<file path="config.mk">
export PLATFORM = sky130hd
export DESIGN_NAME = neuron_accum_seq
export DESIGN_NICKNAME = d
export VERILOG_FILES = /design/src/rtl/neuro_accum_pkg.sv /design/src/rtl/neuron_accum_seq_rr_arbiter.sv /design/src/rtl/neuron_accum_seq.sv
export SDC_FILE = /design/constraint.sdc
export NUM_CORES = 1
export LEC_CHECK = 0
export CAP_MARGIN = 15
export CORE_ASPECT_RATIO = 0.75
export CORE_UTILIZATION = 50
export CTS_CLUSTER_DIAMETER = 60
export DETAILED_ROUTE_END_ITERATION = 16
export PLACE_DENSITY = 0.79
export SYNTH_ARGS = -nofsm -noshare
export SYNTH_HDL_FRONTEND = slang
export SYNTH_SLANG_ARGS = --single-unit
</file>
<file path="constraint.sdc">
create_clock -name clk -period 1.7 [get_ports clk]
set_input_delay 0.34 -clock clk [delete_from_list [all_inputs] [get_ports clk]]
set_output_delay 0.34 -clock clk [all_outputs]
set_load 0.01 [all_outputs]
</file>
<file path="src/rtl/neuro_accum_pkg.sv">
// Shared types and default parameters for the neuron accumulation sequencer.
// State encoding is fixed because it is visible to debug tooling.
`timescale 1ns/1ps
package neuro_accum_pkg;
    localparam int NUM_CH_DEF  = 4;
    localparam int CNT_W_DEF   = 8;
    localparam int TIMEOUT_DEF = 15;
    localparam int WD_W        = 8;

    typedef enum logic [1:0] {
        ST_IDLE  = 2'b00,
        ST_ISSUE = 2'b01,
        ST_WAIT  = 2'b10,
        ST_DONE  = 2'b11
    } state_t;

    function automatic int sel_width(input int n);
        return (n > 1) ? $clog2(n) : 1;
    endfunction
endpackage

</file>
<file path="src/rtl/neuron_accum_seq_rr_arbiter.sv">
// Round-robin arbiter: lowest-offset requester at or after i_ptr wins.
`timescale 1ns/1ps
module rr_arbiter #(
    parameter int NUM_CH = 4,
    parameter int SEL_W  = 2
) (
    input  logic [NUM_CH-1:0] i_req,
    input  logic [SEL_W-1:0]  i_ptr,
    output logic              o_valid,
    output logic [SEL_W-1:0]  o_grant
);
    // Scan from the farthest offset down so the nearest requester is written last.
    always_comb begin
        int         idx;
        logic [SEL_W-1:0] w_idx;
        idx     = 0;
        w_idx   = '0;
        o_valid = 1'b0;
        o_grant = '0;
        for (int i = NUM_CH - 1; i >= 0; i--) begin
            idx = int'(i_ptr) + i;
            if (idx >= NUM_CH) begin
                idx = idx - NUM_CH;
            end
            w_idx = SEL_W'(idx);
            if (i_req[w_idx]) begin
                o_valid = 1'b1;
                o_grant = w_idx;
            end
        end
    end
endmodule

</file>
<file path="src/rtl/neuron_accum_seq.sv">
// Neuron accumulation sequencer: issues num_adds adds over round-robin channels.
// Optional watchdog on add completion enabled by defining ADD_TIMEOUT_EN.
`timescale 1ns/1ps
module neuron_accum_seq
    import neuro_accum_pkg::*;
#(
    parameter int NUM_CH  = NUM_CH_DEF,
    parameter int CNT_W   = CNT_W_DEF,
    parameter int TIMEOUT = TIMEOUT_DEF,
    localparam int SEL_W  = sel_width(NUM_CH)
) (
    input  logic              clk,
    input  logic              rst,
    input  logic              frame_start,
    input  logic [CNT_W-1:0]  num_adds,
    input  logic [NUM_CH-1:0] in_ready,
    input  logic              add_fin,
    output logic              start_add,
    output logic [SEL_W-1:0]  add_sel,
    output logic              all_adds_fin,
    output logic              busy,
    output logic [CNT_W-1:0]  add_count,
    output logic              timeout_err
);
    // state    | meaning
    // ST_IDLE  | waiting for frame_start
    // ST_ISSUE | arbitrating; launches an add as soon as any channel is ready
    // ST_WAIT  | add in flight, add_sel held until add_fin
    // ST_DONE  | one-cycle frame-complete pulse

    state_t           r_state;
    logic [CNT_W-1:0] r_target;
    logic [CNT_W-1:0] r_add_count;
    logic [SEL_W-1:0] r_ptr;
    logic [SEL_W-1:0] r_add_sel;
    logic             w_req_any;
    logic [SEL_W-1:0] w_winner;
    logic             w_grant;
    logic [CNT_W-1:0] w_next_count;
    logic             w_wd_expire;

    rr_arbiter #(.NUM_CH(NUM_CH), .SEL_W(SEL_W)) u_arb (
        .i_req   (in_ready),
        .i_ptr   (r_ptr),
        .o_valid (w_req_any),
        .o_grant (w_winner)
    );

    assign w_grant      = (r_state == ST_ISSUE) && w_req_any;
    assign w_next_count = r_add_count + 1'b1;

    assign start_add    = w_grant;
    assign add_sel      = (r_state == ST_ISSUE) ? w_winner : r_add_sel;
    assign all_adds_fin = (r_state == ST_DONE);
    assign busy         = (r_state != ST_IDLE);
    assign add_count    = r_add_count;

`ifdef ADD_TIMEOUT_EN
    logic [WD_W-1:0] r_wd;
    logic            r_timeout_err;

    assign w_wd_expire = (r_state == ST_WAIT) && !add_fin && (r_wd == '0);
    assign timeout_err = r_timeout_err;

    // Down-counter reloaded on every grant; terminal count at zero.
    always_ff @(posedge clk or posedge rst) begin
        if (rst) begin
            r_wd          <= '0;
            r_timeout_err <= 1'b0;
        end else begin
            if (w_grant) begin
                r_wd <= WD_W'(TIMEOUT - 1);
            end else if ((r_state == ST_WAIT) && !add_fin && (r_wd != '0)) begin
                r_wd <= r_wd - 1'b1;
            end
            if ((r_state == ST_IDLE) && frame_start) begin
                r_timeout_err <= 1'b0;
            end else if (w_wd_expire) begin
                r_timeout_err <= 1'b1;
            end
        end
    end
`else
    assign w_wd_expire = 1'b0;
    assign timeout_err = 1'b0;
`endif

    always_ff @(posedge clk or posedge rst) begin
        if (rst) begin
            r_state     <= ST_IDLE;
            r_target    <= '0;
            r_add_count <= '0;
            r_ptr       <= '0;
            r_add_sel   <= '0;
        end else begin
            case (r_state)
                ST_IDLE: begin
                    if (frame_start) begin
                        r_add_count <= '0;
                        if (num_adds != '0) begin
                            r_target <= num_adds;
                            r_state  <= ST_ISSUE;
                        end else begin
                            r_state  <= ST_DONE;
                        end
                    end
                end
                ST_ISSUE: begin
                    if (w_grant) begin
                        r_add_sel <= w_winner;
                        r_ptr     <= (w_winner == SEL_W'(NUM_CH - 1)) ? '0 : w_winner + 1'b1;
                        r_state   <= ST_WAIT;
                    end
                end
                ST_WAIT: begin
                    if (add_fin) begin
                        r_add_count <= w_next_count;
                        r_state     <= (w_next_count == r_target) ? ST_DONE : ST_ISSUE;
                    end else if (w_wd_expire) begin
                        r_state <= ST_DONE;
                    end
                end
                ST_DONE: r_state <= ST_IDLE;
                default: r_state <= ST_IDLE;
            endcase
        end
    end
endmodule

</file>
==> results_dict.tcl <==
set metrics [dict create \
    syn_to_final_growth_pct 52.2 \
    diodes 0 \
    cp_max_fo 3 \
    synthTopCellsByArea "dfrtp_1, mux2_2, nand2_1" \
    drt_wl_total_microns 3980 \
    fin_worst_skew_ns 0.00735 \
    async_flop_share_pct 100 \
    firstDrtPassIters 4 \
    htree_levels 1 \
    initialDrtViolationCount 112 \
    ys_top_cells_by_count "nand2_1, dfrtp_1, nor2_1" \
    cp.required_ns 1.36 \
    powerDensity_nw_per_um2 1300 \
    status "complete, but fails checks" \
    hold_viol 0 \
    multi_input_area_sq_um 816 \
    final_layout_size_suffix_gt1_share_pct 41.7 \
    power_w 0.00267 \
    clkSinkCount 22 \
    io_pins 30 \
    clk_latency_ns 0.32 \
    final_util_pct 84.4 \
    grt_max_degree 23 \
    min_period_ns 2.02 \
    ant_nets 0 \
    synth-seq-area-share_pct 41.0 \
    synthDistinctLibCells 41 \
    max_freq_ghz 0.496 \
    root_buffer "clkbuf_4" \
    tightest_slew_ns 0.556 \
    routabilityCongestion 0.850 \
    hold_class "input pin to asynchronous set/reset pin" \
    grt_pass1_vias 1280 \
    seqCellArea_sq_um 557 \
    cts_inserted_buffers 3 \
    hold_ws_ns 0.344 \
    ys_ff_latch 22 \
    core_area_sq_um 2420 \
    ctsHoldBuffers 0 \
    synth_fp_nets 158 \
    end_kind "output pin" \
    clk_pin_slew_ns 0.12 \
    initial_core_util_pct 55.5 \
    die-area_sq_um 2900 \
    setup_viol 3 \
    die_w_microns 61.8 \
    synth_edf_count 0 \
    grt_pass1_wl_microns 6040 \
    nFillCells 132 \
    overflow 0 \
    placed_cells 221 \
    rsz0062_at_grt "true" \
    synth_flop_cell "dfrtp_1" \
    layout_setup_ws_ns -0.318 \
    yosysWarnings 0 \
    avgViaCountPerCell 5.78 \
    clockBufferDepth 2 \
    path_class "flop to output pin" \
    vias 1386 \
    cp.arrival_ns 1.68 \
    netlist_area_sq_um 1340 \
    layout.nets 225 \
    slew_headroom_pct 62.9 \
    stdcell_count 240 \
    synth_top_area_cell "dfrtp_1" \
    std_cell_rows 15 \
    finalSetupTns_ns -0.818 \
    wl_per_cell_microns 16.6 \
    failed_checks "negative setup slack" \
    start_kind "flop" \
    postSynthAreaPerCell_sq_um 9.59 \
    cap_violations 0 \
    place_hpwl_microns 2380 \
    cts_tree "yes" \
    yosysTopAreaCellShare_pct 41.0 \
    ir_drop_mv 0.918 \
    yosysMostFrequentCell "nand2_1" \
    die_y_microns 46.9 \
    period_share_pct 119 \
    io_buffers 28 \
    grt_use_total_pct 30.2 \
    slew_violations 0 \
    drcViolationCount 0 \
    antenna_found_initial 0 \
    synthCells 140 \
    p_leak_nw 0.932 \
]
[through the flow]
step                setup slack [ns]  area [sq um]
floorplan                      0.101          1340
CTS                           -0.188          2000
global route                  -0.341          2040
global placement              -0.723          1820
finish                        -0.318          2040
detailed placement            -0.839          1820
[critical path: stages (launching register included)]
cell      delay [ns]
dfrtp_1         0.45
nand2b_1        0.18
a21oi_2         0.08
a311oi_2        0.34
nand2_2         0.11
nand2_1         0.07
buf_2           0.12
[cells in the final DEF, fill, tap and decap left out, drive strengths merged]
| master | count |
|---|---|
| nand4 | 1 |
| or4 | 1 |
| nor4 | 2 |
| nor3 | 1 |
| a211o | 1 |
| clkbuf | 6 |
| ha | 2 |
| dlymetal6s2s | 1 |
| a311oi | 1 |
| o2bb2a | 1 |
| clkdlybuf4s15 | 2 |
| nand2 | 23 |
| dfrtp | 22 |
| inv | 8 |
| o311ai | 1 |
| and2 | 2 |
| buf | 42 |
| or2 | 2 |
| conb | 1 |
| o21ai | 10 |
| a22oi | 1 |
| xor2 | 3 |
| clkdlybuf4s50 | 17 |
| dlygate4sd2 | 2 |
| mux2 | 8 |
| o41ai | 3 |
| o31ai | 2 |
| a211oi | 1 |
| nand3 | 5 |
| nand2b | 4 |
| mux2i | 2 |
| nor2 | 12 |
| a21oi | 4 |
| o221ai | 1 |
| a21o | 1 |
| xnor2 | 9 |
| a22o | 1 |
[routing by layer]
metal  GRT usage (%)  up-vias  share of wire [%]
li1                -      617                  -
met1            39.0      681                 40
met2            48.6       66                 49
met3            6.89       22                6.6
met4            14.2        0                4.1
met5               0        -                  0
[worst paths after layout]
check,cells past startpoint,slack (ns),end,from
worst max-delay path,6,-0.32,add_sel[0],r_ptr[1]
worst min-delay path,3,0.34,r_ptr[0],rst
worst max register to register,11,-0.30,r_add_sel[0],r_ptr[1]
worst min register to register,1,0.48,add_count[3],add_count[3]
max in group asynchronous,3,1.10,add_count[6],rst
min in group clk,3,0.35,r_state[0],in_ready[1]
[logic make-up (layout without fill, tap and decap cells)]
kind of cell             after synthesis  after routing  synth area share (%)
XOR/XNOR                              12             12                  7.83
adder cells (fa/ha/maj)                2              2                  1.86
AO/OA/AOI/OAI                         28             28                  16.8
AND/OR/NAND/NOR                       53             53                  20.2
multiplexers                          10             10                  8.20
other                                  1              1                 0.279
flip-flops                            22             22                  41.0
buffers and inverters                 12             78                  3.82
[layout make-up]
type                       instances  share of cell area, %
inverter                           8                   1.59
clock buffer                       4                   1.78
multi-input combinational        106                   39.9
sequential                        22                   27.3
timing repair buffer              66                   27.4
tap                               34                   2.08
[what timing repair did]
item	in CTS	in global routing
resized for setup	44	16
setup buffers	13	9
setup endpoints to repair	13	16
pin swaps	6	2
[sequential cells by signal (all words and copies together) (netlist names)]
name,cells
r_state,2
add_count,8
r_target,8
r_ptr,2
r_add_sel,2
[power breakdown]
group / total, W / internal (W) / leakage (nW) / switching [W]
clock network: 0.000295 / 0.000131 / 0.0210 / 0.000163
registers: 0.000860 / 0.000705 / 0.271 / 0.000155
logic: 0.00151 / 0.000793 / 0.640 / 0.000718
total: 0.00267 / 0.00163 / 0.932 / 0.00104
(Power assumes the default switching activity.)
==> edit 1: new RTL, same settings <==
The package constant `CNT_W_DEF` goes from 8 to 12.
--- a/src/rtl/neuro_accum_pkg.sv
+++ b/src/rtl/neuro_accum_pkg.sv
@@ -4,5 +4,5 @@
 package neuro_accum_pkg;
     localparam int NUM_CH_DEF  = 4;
-    localparam int CNT_W_DEF   = 8;
+    localparam int CNT_W_DEF   = 12;
     localparam int TIMEOUT_DEF = 15;
     localparam int WD_W        = 8;
Interface: changed (resized add_count and num_adds); port bits go from 30 to 38. No check against the original RTL was run, so the function may have changed too.
==> edit 1 against the original RTL <==
The flow finishes with violations (design-rule violations, negative setup slack). Sequential share of layout area grew 0.51 points. Cell area grew 33%. Wire length grew 58%. Synthesized area grew 34%. Clock skew grew 0.0035 ns. Worst setup slack gained 0.016 ns. Global-route usage shrank 0.27 points. Critical path depth is the same. Sequential cell count grew 8. Fmax grew 0.79%. Power grew 38%. Register-to-register slack gained 0.17 ns. Core utilization shrank 3.3 points. Critical path type unchanged. Critical endpoint unchanged. Largest cell class unchanged. Highest routed layer unchanged.
==> edit 1: results (changes against the original RTL) <==
<table>
<tr><th>Metric</th><th>Value</th></tr>
<tr><th colspan="2">Global route</th></tr>
<tr><td>Largest net degree at the start of global routing</td><td>31 (was 23)</td></tr>
<tr><td>Global Route Usage Sum</td><td>29.9% (was 30.2%)</td></tr>
<tr><td>Number of global-route vias before repair</td><td>1757 (was 1280)</td></tr>
<tr><th colspan="2">Setup path</th></tr>
<tr><td>R2R depth</td><td>9 (was 11)</td></tr>
<tr><td>CP Max Fanout</td><td>2 (was 3)</td></tr>
<tr><td>FF-to-FF End</td><td>r_ptr[1] (was r_add_sel[0])</td></tr>
<tr><th colspan="2">Run status</th></tr>
<tr><td>Run status</td><td>finished, violations left (unchanged)</td></tr>
<tr><td>Violated checks</td><td>design-rule violations, negative setup slack (was negative setup slack)</td></tr>
<tr><th colspan="2">Timing</th></tr>
<tr><td>Worst clock skew on the final layout</td><td>0.0108 ns (was 0.00735 ns)</td></tr>
<tr><td>Endpoints failing setup</td><td>5 (was 3)</td></tr>
<tr><td>Final worst slack</td><td>-0.302 ns (was -0.318 ns)</td></tr>
<tr><th colspan="2">Power and ir drop</th></tr>
<tr><td>Gate power share</td><td>52.8% (was 56.7%)</td></tr>
<tr><td>Power Dens Cells</td><td>1350 mW/mm^2 (was 1300 mW/mm^2)</td></tr>
<tr><td>Standby leakage power</td><td>1.27 nW (was 0.932 nW)</td></tr>
<tr><td>Peak supply drop</td><td>0.955 mV (was 0.918 mV)</td></tr>
<tr><th colspan="2">CTS</th></tr>
<tr><td>Depth of the CTS H-tree</td><td>2 (was 1)</td></tr>
<tr><td>Insertion delay of the later-clocked pin in the worst-skew pair</td><td>0.29 ns (was 0.32 ns)</td></tr>
<tr><th colspan="2">Synthesis</th></tr>
<tr><td>Fraction of synthesized cell area taken by the top area cell type</td><td>41.7% (was 41.0%)</td></tr>
<tr><td>Synthesized net count</td><td>208 (was 158)</td></tr>
<tr><td>Share of synthesized area occupied by flip-flops and latches</td><td>41.7% (was 41.0%)</td></tr>
<tr><td>Netlist Area Pre-Place</td><td>0.00180 mm^2 (was 0.00134 mm^2)</td></tr>
<tr><th colspan="2">Route</th></tr>
<tr><td>Remaining design rule violation count</td><td>3 (was 0)</td></tr>
<tr><td>Routed WL per cell</td><td>20.4 um (was 16.6 um)</td></tr>
<tr><th colspan="2">Cells and area</th></tr>
<tr><td>Fill count</td><td>189 (was 132)</td></tr>
<tr><th colspan="2">Placed design</th></tr>
<tr><td>Global placer's final weighted congestion</td><td>0.953 (was 0.850)</td></tr>
<tr><td>Total of buffers placed on input and output ports</td><td>36 (was 28)</td></tr>
</table>
[edit 1: worst min-delay path, stage by stage]
cell and delay, ns:
clkdlybuf4s50_1 0.40, inv_1 0.05, buf_4 0.35
[edit 1: layout make-up]
class	count	area (um^2)	share of cell area [%]
multi-input combinational	142	1110	40.8
sequential	30	756	27.8
timing repair buffer	81	697	25.6
clock buffer	5	68.8	2.53
tap	40	50.0	1.84
inverter	8	30.0	1.10
clock inverter	2	10.0	0.368
[edit 1: metrics by stage]
stage	setup TNS [ns]	hold WS [ns]	cells	setup WS [ns]	area [um^2]
global placement	-4.44	0.472	287	-0.660	2410
finish	-0.775	0.436	308	-0.302	2720
global route	-1.15	0.488	308	-0.370	2720
detailed placement	-5.86	0.478	287	-0.706	2410
floorplan	0	0.431	187	0.000562	1820
CTS	-0.427	0.457	305	-0.236	2650
[edit 1: worst min-delay path by stage]
stage | end | cells after the start
floorplan | add_count[10] | 1
CTS | r_target[4] | 3
global route | r_target[4] | 3
finish | r_target[4] | 3
detailed placement | r_add_sel[0] | 1
global placement | r_add_sel[1] | 1
[edit 1: layer usage]
metal,vias to the layer above,global-route usage (%),wire (um)
met1,909,36.7,2470
met4,0,11.7,297
li1,822,-,-
met3,36,7.30,609
met2,158,51.9,2910
met5,-,0,0
[edit 1: cells by family (layout without fill, tap and decap cells)]
family / after synthesis / in the layout / synth area share, %
simple gates: 65 / 65 / 20.0
compound gates: 40 / 40 / 13.9
flops: 30 / 30 / 41.7
xor+xnor: 21 / 21 / 10.6
buf+inv: 15 / 96 / 4.24
mux: 14 / 14 / 8.62
fa+ha+maj: 1 / 1 / 0.695
other cells: 1 / 1 / 0.208
==> edit 2: new RTL, same flow settings <==
Made on the original files. Re-encode `state_t` (4 states) as one-hot, 4 bits wide.
--- a/src/rtl/neuro_accum_pkg.sv
+++ b/src/rtl/neuro_accum_pkg.sv
@@ -8,9 +8,9 @@
     localparam int WD_W        = 8;
 
-    typedef enum logic [1:0] {
-        ST_IDLE  = 2'b00,
-        ST_ISSUE = 2'b01,
-        ST_WAIT  = 2'b10,
-        ST_DONE  = 2'b11
+    typedef enum logic [3:0] {
+        ST_IDLE  = 4'b0001,
+        ST_ISSUE = 4'b0010,
+        ST_WAIT  = 4'b0100,
+        ST_DONE  = 4'b1000
     } state_t;
 
Formal check against the unedited RTL: same outputs for any inputs over 10 cycles, from zero or initial values and one cycle with rst high; not proved beyond that.
==> edit 2 against the original RTL <==
The run still ends with negative setup slack left. Global-route usage decreased by 1.7 points. Sequential cell count up 2. Synthesized area is 7.1% higher. Fmax down 3.0%. Wire length up 26%. Non-clock buffer count rose by 1. Worst setup slack got worse by 0.062 ns. Cell area increased by 12%. Power up 23%. Sequential power rose by 8.8%. Clock skew down 0.0057 ns. Critical endpoint is now add_sel[1]. Largest power group unchanged.
==> edit 2: results (changes against the original RTL) <==
<table>
<tr><th>Metric</th><th>Value</th></tr>
<tr><th colspan="2">CTS</th></tr>
<tr><td>Clock-pin slew on the worst setup and hold paths</td><td>0.09 ns (was 0.12 ns)</td></tr>
<tr><th colspan="2">Synthesis</th></tr>
<tr><td>Synthesized net count</td><td>170 (was 158)</td></tr>
<tr><td>Mean instance size in the synthesized netlist</td><td>9.40 um^2 (was 9.59 um^2)</td></tr>
<tr><td>Synth top area cells</td><td>dfrtp_1 (40%), mux2_2 (6.3%), xnor2_1 (6.1%) (was dfrtp_1 (41%), mux2_2 (6.7%), nand2_1 (6.4%))</td></tr>
<tr><th colspan="2">Setup path</th></tr>
<tr><td>CP Max Fanout</td><td>4 (was 3)</td></tr>
<tr><td>FF-to-FF End</td><td>r_state[3] (was r_add_sel[0])</td></tr>
<tr><td>Highest cell delay on the worst timing path</td><td>0.59 ns (was 0.45 ns)</td></tr>
<tr><td>Data arrival time of the critical path</td><td>1.74 ns (was 1.68 ns)</td></tr>
<tr><td>Cell family with most CP delay</td><td>simple AND/OR/NAND/NOR gates (was flip-flops)</td></tr>
<tr><td>Critical path's slowest cell</td><td>or4b_4 (was dfrtp_1)</td></tr>
<tr><th colspan="2">Route</th></tr>
<tr><td>Total number of vias</td><td>1594 (was 1386)</td></tr>
<tr><td>Routed WL per cell</td><td>19.6 um (was 16.6 um)</td></tr>
<tr><td>First-pass iteration count of the detailed router</td><td>7 (was 4)</td></tr>
<tr><th colspan="2">Power and ir drop</th></tr>
<tr><td>Total net switching power</td><td>1.24 mW (was 1.04 mW)</td></tr>
<tr><td>Standby leakage power</td><td>1.05 nW (was 0.932 nW)</td></tr>
<tr><th colspan="2">Placed design</th></tr>
<tr><td>Detailed placer's ending HPWL</td><td>2570 um (was 2380 um)</td></tr>
<tr><td>Global placer's final weighted congestion</td><td>0.853 (was 0.850)</td></tr>
<tr><th colspan="2">Cells and area</th></tr>
<tr><td>Final Instance Count excl. Fillers</td><td>256 (was 240)</td></tr>
<tr><td>Final net count</td><td>238 (was 225)</td></tr>
<tr><td>Layout cells sized above 1</td><td>42.3% (was 41.7%)</td></tr>
<tr><td>Fill count</td><td>126 (was 132)</td></tr>
<tr><th colspan="2">Global route</th></tr>
<tr><td>Global-route wire length before repair</td><td>6710 um (was 6040 um)</td></tr>
<tr><td>Number of global-route vias before repair</td><td>1422 (was 1280)</td></tr>
<tr><th colspan="2">Worst hold path</th></tr>
<tr><td>Classification of the worst-slack hold path</td><td>in -&gt; reg (was in -&gt; async)</td></tr>
<tr><th colspan="2">Timing</th></tr>
<tr><td>Final worst slack</td><td>-0.380 ns (was -0.318 ns)</td></tr>
<tr><td>Hold slack final</td><td>0.390 ns (was 0.344 ns)</td></tr>
<tr><td>Endpoints failing setup</td><td>23 (was 3)</td></tr>
<tr><th colspan="2">Run status</th></tr>
<tr><td>Violated checks</td><td>negative setup slack (unchanged)</td></tr>
<tr><td>Run status</td><td>finished, violations left (unchanged)</td></tr>
</table>
[edit 2: cell types whose count changed after synthesis, moves of 3 or more]
cell,delta
nand2_1,-8
o21ai_0,+8
nor2_1,+5
a21oi_1,+4
a21o_2,+3
nand2b_1,+3
nor3_1,+3
o21ai_1,-3
o41ai_2,-3
[edit 2: through the flow]
step | setup slack, ns | area [um^2] | total power [mW] | TNS [ns]
5_1_grt | -0.410 | 2280 | 3.41 | -5.25
3_3_place_gp | -0.894 | 1940 | 2.07 | -7.74
2_1_floorplan | -0.0603 | 1450 | 1.67 | -0.0603
4_1_cts | -0.354 | 2120 | 2.86 | -1.69
3_5_place_dp | -0.932 | 1940 | 2.12 | -8.42
6_report | -0.380 | 2280 | 3.28 | -3.85
[edit 2: cells by family (layout without fill, tap and decap cells)]
family / Yosys count / after routing / share of synthesized area, %
compound gates: 38 / 38 / 18.0
xor+xnor: 13 / 13 / 7.92
fa+ha+maj: 1 / 1 / 0.870
buf+inv: 10 / 77 / 3.65
flops: 24 / 24 / 41.9
mux: 8 / 8 / 6.27
other cells: 1 / 1 / 0.261
simple gates: 58 / 58 / 21.1
[edit 2: cell type report]
cell class / count / area, um^2 / area share [%]
clock buffer: 3 / 41.3 / 1.81
clock inverter: 1 / 30.0 / 1.32
inverter: 6 / 22.5 / 0.987
multi-input combinational: 119 / 948 / 41.6
sequential: 24 / 604 / 26.5
tap: 36 / 45.0 / 1.97
timing repair buffer: 67 / 591 / 25.9
[edit 2: power by group through the flow]
stage               sequential (mW)  clock, mW  combinational, mW
finish                        0.936      0.518               1.83
global route                  0.948      0.542               1.92
CTS                           0.902      0.519               1.44
detailed placement            0.901          0               1.22
global placement              0.891          0               1.18
floorplan                     0.878          0              0.794
[edit 2: metal layers]
layer,global-route usage (%),vias up,wire (um)
met1,35.3,767,1890
met3,5.42,36,330
met4,9.47,0,267
met5,0,-,0
li1,-,667,-
met2,49.5,124,2540
[edit 2: worst max-delay path by stage]
stage / end / from / slack [ns] / cells past startpoint
floorplan: add_sel[1] / r_state[3] / -0.06 / 5
global placement: add_sel[0] / in_ready[3] / -0.89 / 7
detailed placement: add_sel[0] / in_ready[3] / -0.93 / 7
CTS: add_sel[1] / r_state[2] / -0.35 / 5
global route: add_sel[1] / r_state[0] / -0.41 / 5
finish: add_sel[1] / r_state[0] / -0.38 / 5
[edit 2: what timing repair did]
action,CTS,global route
cloned,0,0
gates resized for setup,65,30
endpoints found under the setup margin,22,27
endpoints found under the hold margin,0,0
pin swaps,10,17
setup buffers,6,8
